--- config.mk ---
export PLATFORM = sky130hd
export DESIGN_NAME = registrador_universal
export DESIGN_NICKNAME = d
export VERILOG_FILES = /design/src/rtl/registrador_universal.sv
export SDC_FILE = /design/constraint.sdc
export NUM_CORES = 1
export LEC_CHECK = 0
export ABC_AREA = 1
export BUFFER_PORTS_ARGS = -buffer_cell sky130_fd_sc_hd__buf_2
export CORE_AREA = 2 2 39 41
export CTS_BUF_LIST = sky130_fd_sc_hd__clkbuf_2 sky130_fd_sc_hd__clkbuf_4 sky130_fd_sc_hd__clkbuf_8
export DETAILED_ROUTE_END_ITERATION = 7
export DIE_AREA = 0 0 41 43
export PLACE_DENSITY_LB_ADDON = 0.1
export SETUP_SLACK_MARGIN = 0.3
export SYNTH_ARGS = -nofsm -noshare
export SYNTH_HDL_FRONTEND = slang
export SYNTH_SLANG_ARGS = --single-unit
--- constraint.sdc ---
create_clock -name CLK -period 1.4 [get_ports CLK]
set_clock_uncertainty 0.2 [all_clocks]
set_input_delay 0.28 -clock CLK [delete_from_list [all_inputs] [get_ports CLK]]
set_output_delay 0.28 -clock CLK [all_outputs]
set_load 0.05 [all_outputs]
--- src/rtl/registrador_universal.sv ---
// Universal WIDTH-bit shift register: hold / shift right / shift left / load,
// registered serial output and a word counter. Optional feedback: REG_ROTATE_EN.
module registrador_universal #(
  parameter int WIDTH = 4,
  parameter int CW    = (WIDTH > 2) ? $clog2(WIDTH) : 1
) (
  input  logic             CLK,
  input  logic             Reset,
  input  logic [1:0]       Mode,
  input  logic             Shift_in_r,
  input  logic             Shift_in_l,
  input  logic [WIDTH-1:0] Load_data,
  input  logic             Rotate,
  output logic [WIDTH-1:0] Q,
  output logic             shift_out,
  output logic [CW-1:0]    Count,
  output logic             word_done
);

  typedef enum logic [1:0] {
    MODE_HOLD  = 2'b00,
    MODE_RIGHT = 2'b01,
    MODE_LEFT  = 2'b10,
    MODE_LOAD  = 2'b11
  } mode_e;

  logic [WIDTH-1:0] r_q;
  logic             r_shift_out;
  logic [CW-1:0]    r_count;
  logic             r_word_done;

  logic             w_rot;
  logic             w_in_r;
  logic             w_in_l;
  logic             w_last;
  mode_e            w_mode;

  assign w_mode = mode_e'(Mode);

`ifdef REG_ROTATE_EN
  assign w_rot = Rotate;
`else
  // Port kept for drop-in compatibility; no feedback path is built.
  assign w_rot = 1'b0 & Rotate;
`endif

  assign w_in_r = w_rot ? r_q[0]       : Shift_in_r;
  assign w_in_l = w_rot ? r_q[WIDTH-1] : Shift_in_l;
  assign w_last = (r_count == CW'(WIDTH - 1));

  always_ff @(posedge CLK) begin
    if (Reset) begin
      r_q         <= '0;
      r_shift_out <= 1'b0;
      r_count     <= '0;
      r_word_done <= 1'b0;
    end else begin
      unique case (w_mode)
        MODE_HOLD: begin
          r_word_done <= 1'b0;
        end
        MODE_RIGHT: begin
          r_q         <= {w_in_r, r_q[WIDTH-1:1]};
          r_shift_out <= r_q[0];
          r_count     <= w_last ? '0 : r_count + 1'b1;
          r_word_done <= w_last;
        end
        MODE_LEFT: begin
          r_q         <= {r_q[WIDTH-2:0], w_in_l};
          r_shift_out <= r_q[WIDTH-1];
          r_count     <= w_last ? '0 : r_count + 1'b1;
          r_word_done <= w_last;
        end
        MODE_LOAD: begin
          r_q         <= Load_data;
          r_count     <= '0;
          r_word_done <= 1'b0;
        end
        default: begin
          r_word_done <= 1'b0;
        end
      endcase
    end
  end

  assign Q         = r_q;
  assign shift_out = r_shift_out;
  assign Count     = r_count;
  assign word_done = r_word_done;

endmodule

==> flow_summary.ini <==
[layout]
regArea_um2 = 180
fin_nets = 123
antenna_cells = 0
synthToLayoutAreaGrowth_pct = 72.6
multiInputGateArea_um2 = 375
nFillCells = 121
design_area_um2 = 928
drive_above_1_share = 0.552

[drt]
via_per_inst = 4.56
drc = 0
dr.pass1.iters = 4
ant_nets = 0
vias = 552
wl_per_cell_um = 10.7
routed_wl_um = 1300
dr.first_iter.drc_count = 16

[grt]
grt_max_degree = 12
grt.total_usage = 0.175
grt_pass1_wl_um = 2010
grt_pass1_vias = 487
antenna_found_initial = 0
overflow = 0

[die]
die_y_um = 43
dieArea_mm2 = 0.00176
num_rows = 14
die_x_um = 41
ios = 19
coreArea_mm2 = 0.00138
start_util = 0.389

[clock_network]
htreeDepth = 1
clk_pin_slew_worst_paths_ps = 60
cts_hold_buf = 0
cts-root-buf = clkbuf_4
clk_latency_ps = 260
cts_tree = done
cts_made_buffers = 3
numClockSinks = 8
max-clock-path-buffers = 2

[timing]
slew_headroom = 0.877
finalSetupTns_ps = 0
rsz0062_at_grt = true
finalHoldViolations = 0
setup_viol = 0
worst_hold_slack_ps = 92.8
fmax_mhz = 805
period_needed_ps = 1240
worst_pin_slew_ps = 182
maxSlewViolCount = 0
post-route-period-util = 0.887
setup_slack_ps = 158

[run_status]
outcome = completed

[critical_path]
cp.required_ps = 920
critPathSlowestCell = dfxtp_4
critPathMaxStageDelay_ps = 360
worst_setup_path_end_kind = output pin
crit_start = Count[0]$_SDFFE_PP0P_
path_delay_family = flip-flops
path_cells = buf_8
cp_max_fo = 3
worstSetupPathType = reg -> out
worstPathArrival_ps = 760
timing.rr.start = Count[0]$_SDFFE_PP0P_
setup.worst_path.start_class = register
crit_buf_inv = 1

[synth]
synthesis.area_um2 = 538
synth_ff_type = dfxtp_1
synth_area_leaders = dfxtp_1 (30%), nand2_1 (15%), ha_1 (14%), inv_1 (13%), a21oi_1 (9.3%)
yosysUniqueCellTypes = 13
syn-num-nets = 96
syn_inst = 79
synth_top_area_share = 0.298
synth_seq_area_share = 0.298
synthTopCellsByCount = nand2_1 (22), inv_1 (18), a21oi_1 (10)
synth_edf_count = 0
async_flop_share = 0
synth.largest_area_cell = dfxtp_1
ys_ff_latch = 8
synth_most_common_cell = nand2_1
yosys_warnings = 0
avgSynthCellArea_um2 = 6.81

[placement]
post-place-ws_ps = -15.0
routabilityCongestion = 0.684
place_hpwl_um = 870
dpl-instance-area_um2 = 688
port-buffer-count = 17

[power_and_ir_drop]
power_density_mw_per_mm2 = 824
ir_drop_mv = 0.432
p_leak_nw = 0.465

[hold_path]
min_from = Reset
min_path_type = in -> reg

[run]
maxCapViolCount = 0
==> metrics by stage <==
step	cells	total power, mW	utilization
floorplan	79	0.424	-
finish	121	0.765	0.671
global route	121	0.820	0.671
CTS	120	0.757	0.624
detailed placement	109	0.470	0.497
global placement	109	0.468	0.497
==> timing repair <==
item / CTS / global route
pin swaps: 0 / 6
gates resized for setup: 29 / 14
gates cloned: 0 / 0
endpoints found under the setup margin: 13 / 15
buffers inserted: 7 / 1
==> cell usage in the layout (no fill, tap or decap), types with 2 or more instances in the layout <==
cell type and n:
nand3_1 3, dfxtp_2 4, buf_6 2, dfxtp_4 4, nand2_2 3, clkbuf_4 4
buf_4 8, a21oi_1 6, a21oi_2 4, buf_8 8, nor2_4 2, inv_1 15
nor2_1 2, ha_4 4, nand2_1 19, buf_2 7
==> routing by layer <==
| layer | GRT usage | up-vias | wire [um] | share of wire |
|---|---|---|---|---|
| met5 | 0 | - | 0 | 0 |
| met4 | 0.0800 | 0 | 0 | 0 |
| met3 | 0.0785 | 0 | 84 | 0.065 |
| met2 | 0.256 | 18 | 636 | 0.49 |
| met1 | 0.210 | 244 | 576 | 0.44 |
| li1 | - | 290 | - | - |
==> state kept, by name (all words and copies together) (netlist names) <==
name and cells:
word_done 1, Q 4, Count 2, shift_out 1
==> area by class of cell <==
class / count / share of cell area
inverter: 18 / 0.0916
timing repair buffer: 25 / 0.256
clock buffer: 4 / 0.0323
sequential: 8 / 0.194
tap: 16 / 0.0216
multi-input combinational: 50 / 0.404
==> report_power, final <==
part / total [mW] / internal [mW] / switching (mW)
registers: 0.261 / 0.246 / 0.0154
clock network: 0.215 / 0.129 / 0.0858
logic: 0.289 / 0.131 / 0.158
==> logic make-up after synthesis <==
kind of cell,count (synthesis),share of synthesized area
simple gates,33,0.267
buf+inv,21,0.188
compound gates,11,0.107
flops,8,0.298
fa+ha+maj,6,0.140
==> worst paths after layout <==
kind | to | slack (ps) | cells after the start
max | Count[0] | 160 | 1
min | Count[0]$_SDFFE_PP0P_ | 90 | 2
max reg2reg | Count[0]$_SDFFE_PP0P_ | 210 | 5
min reg2reg | shift_out$_SDFFE_PP0P_ | 370 | 4
Power figures use the tool's default switching activity.
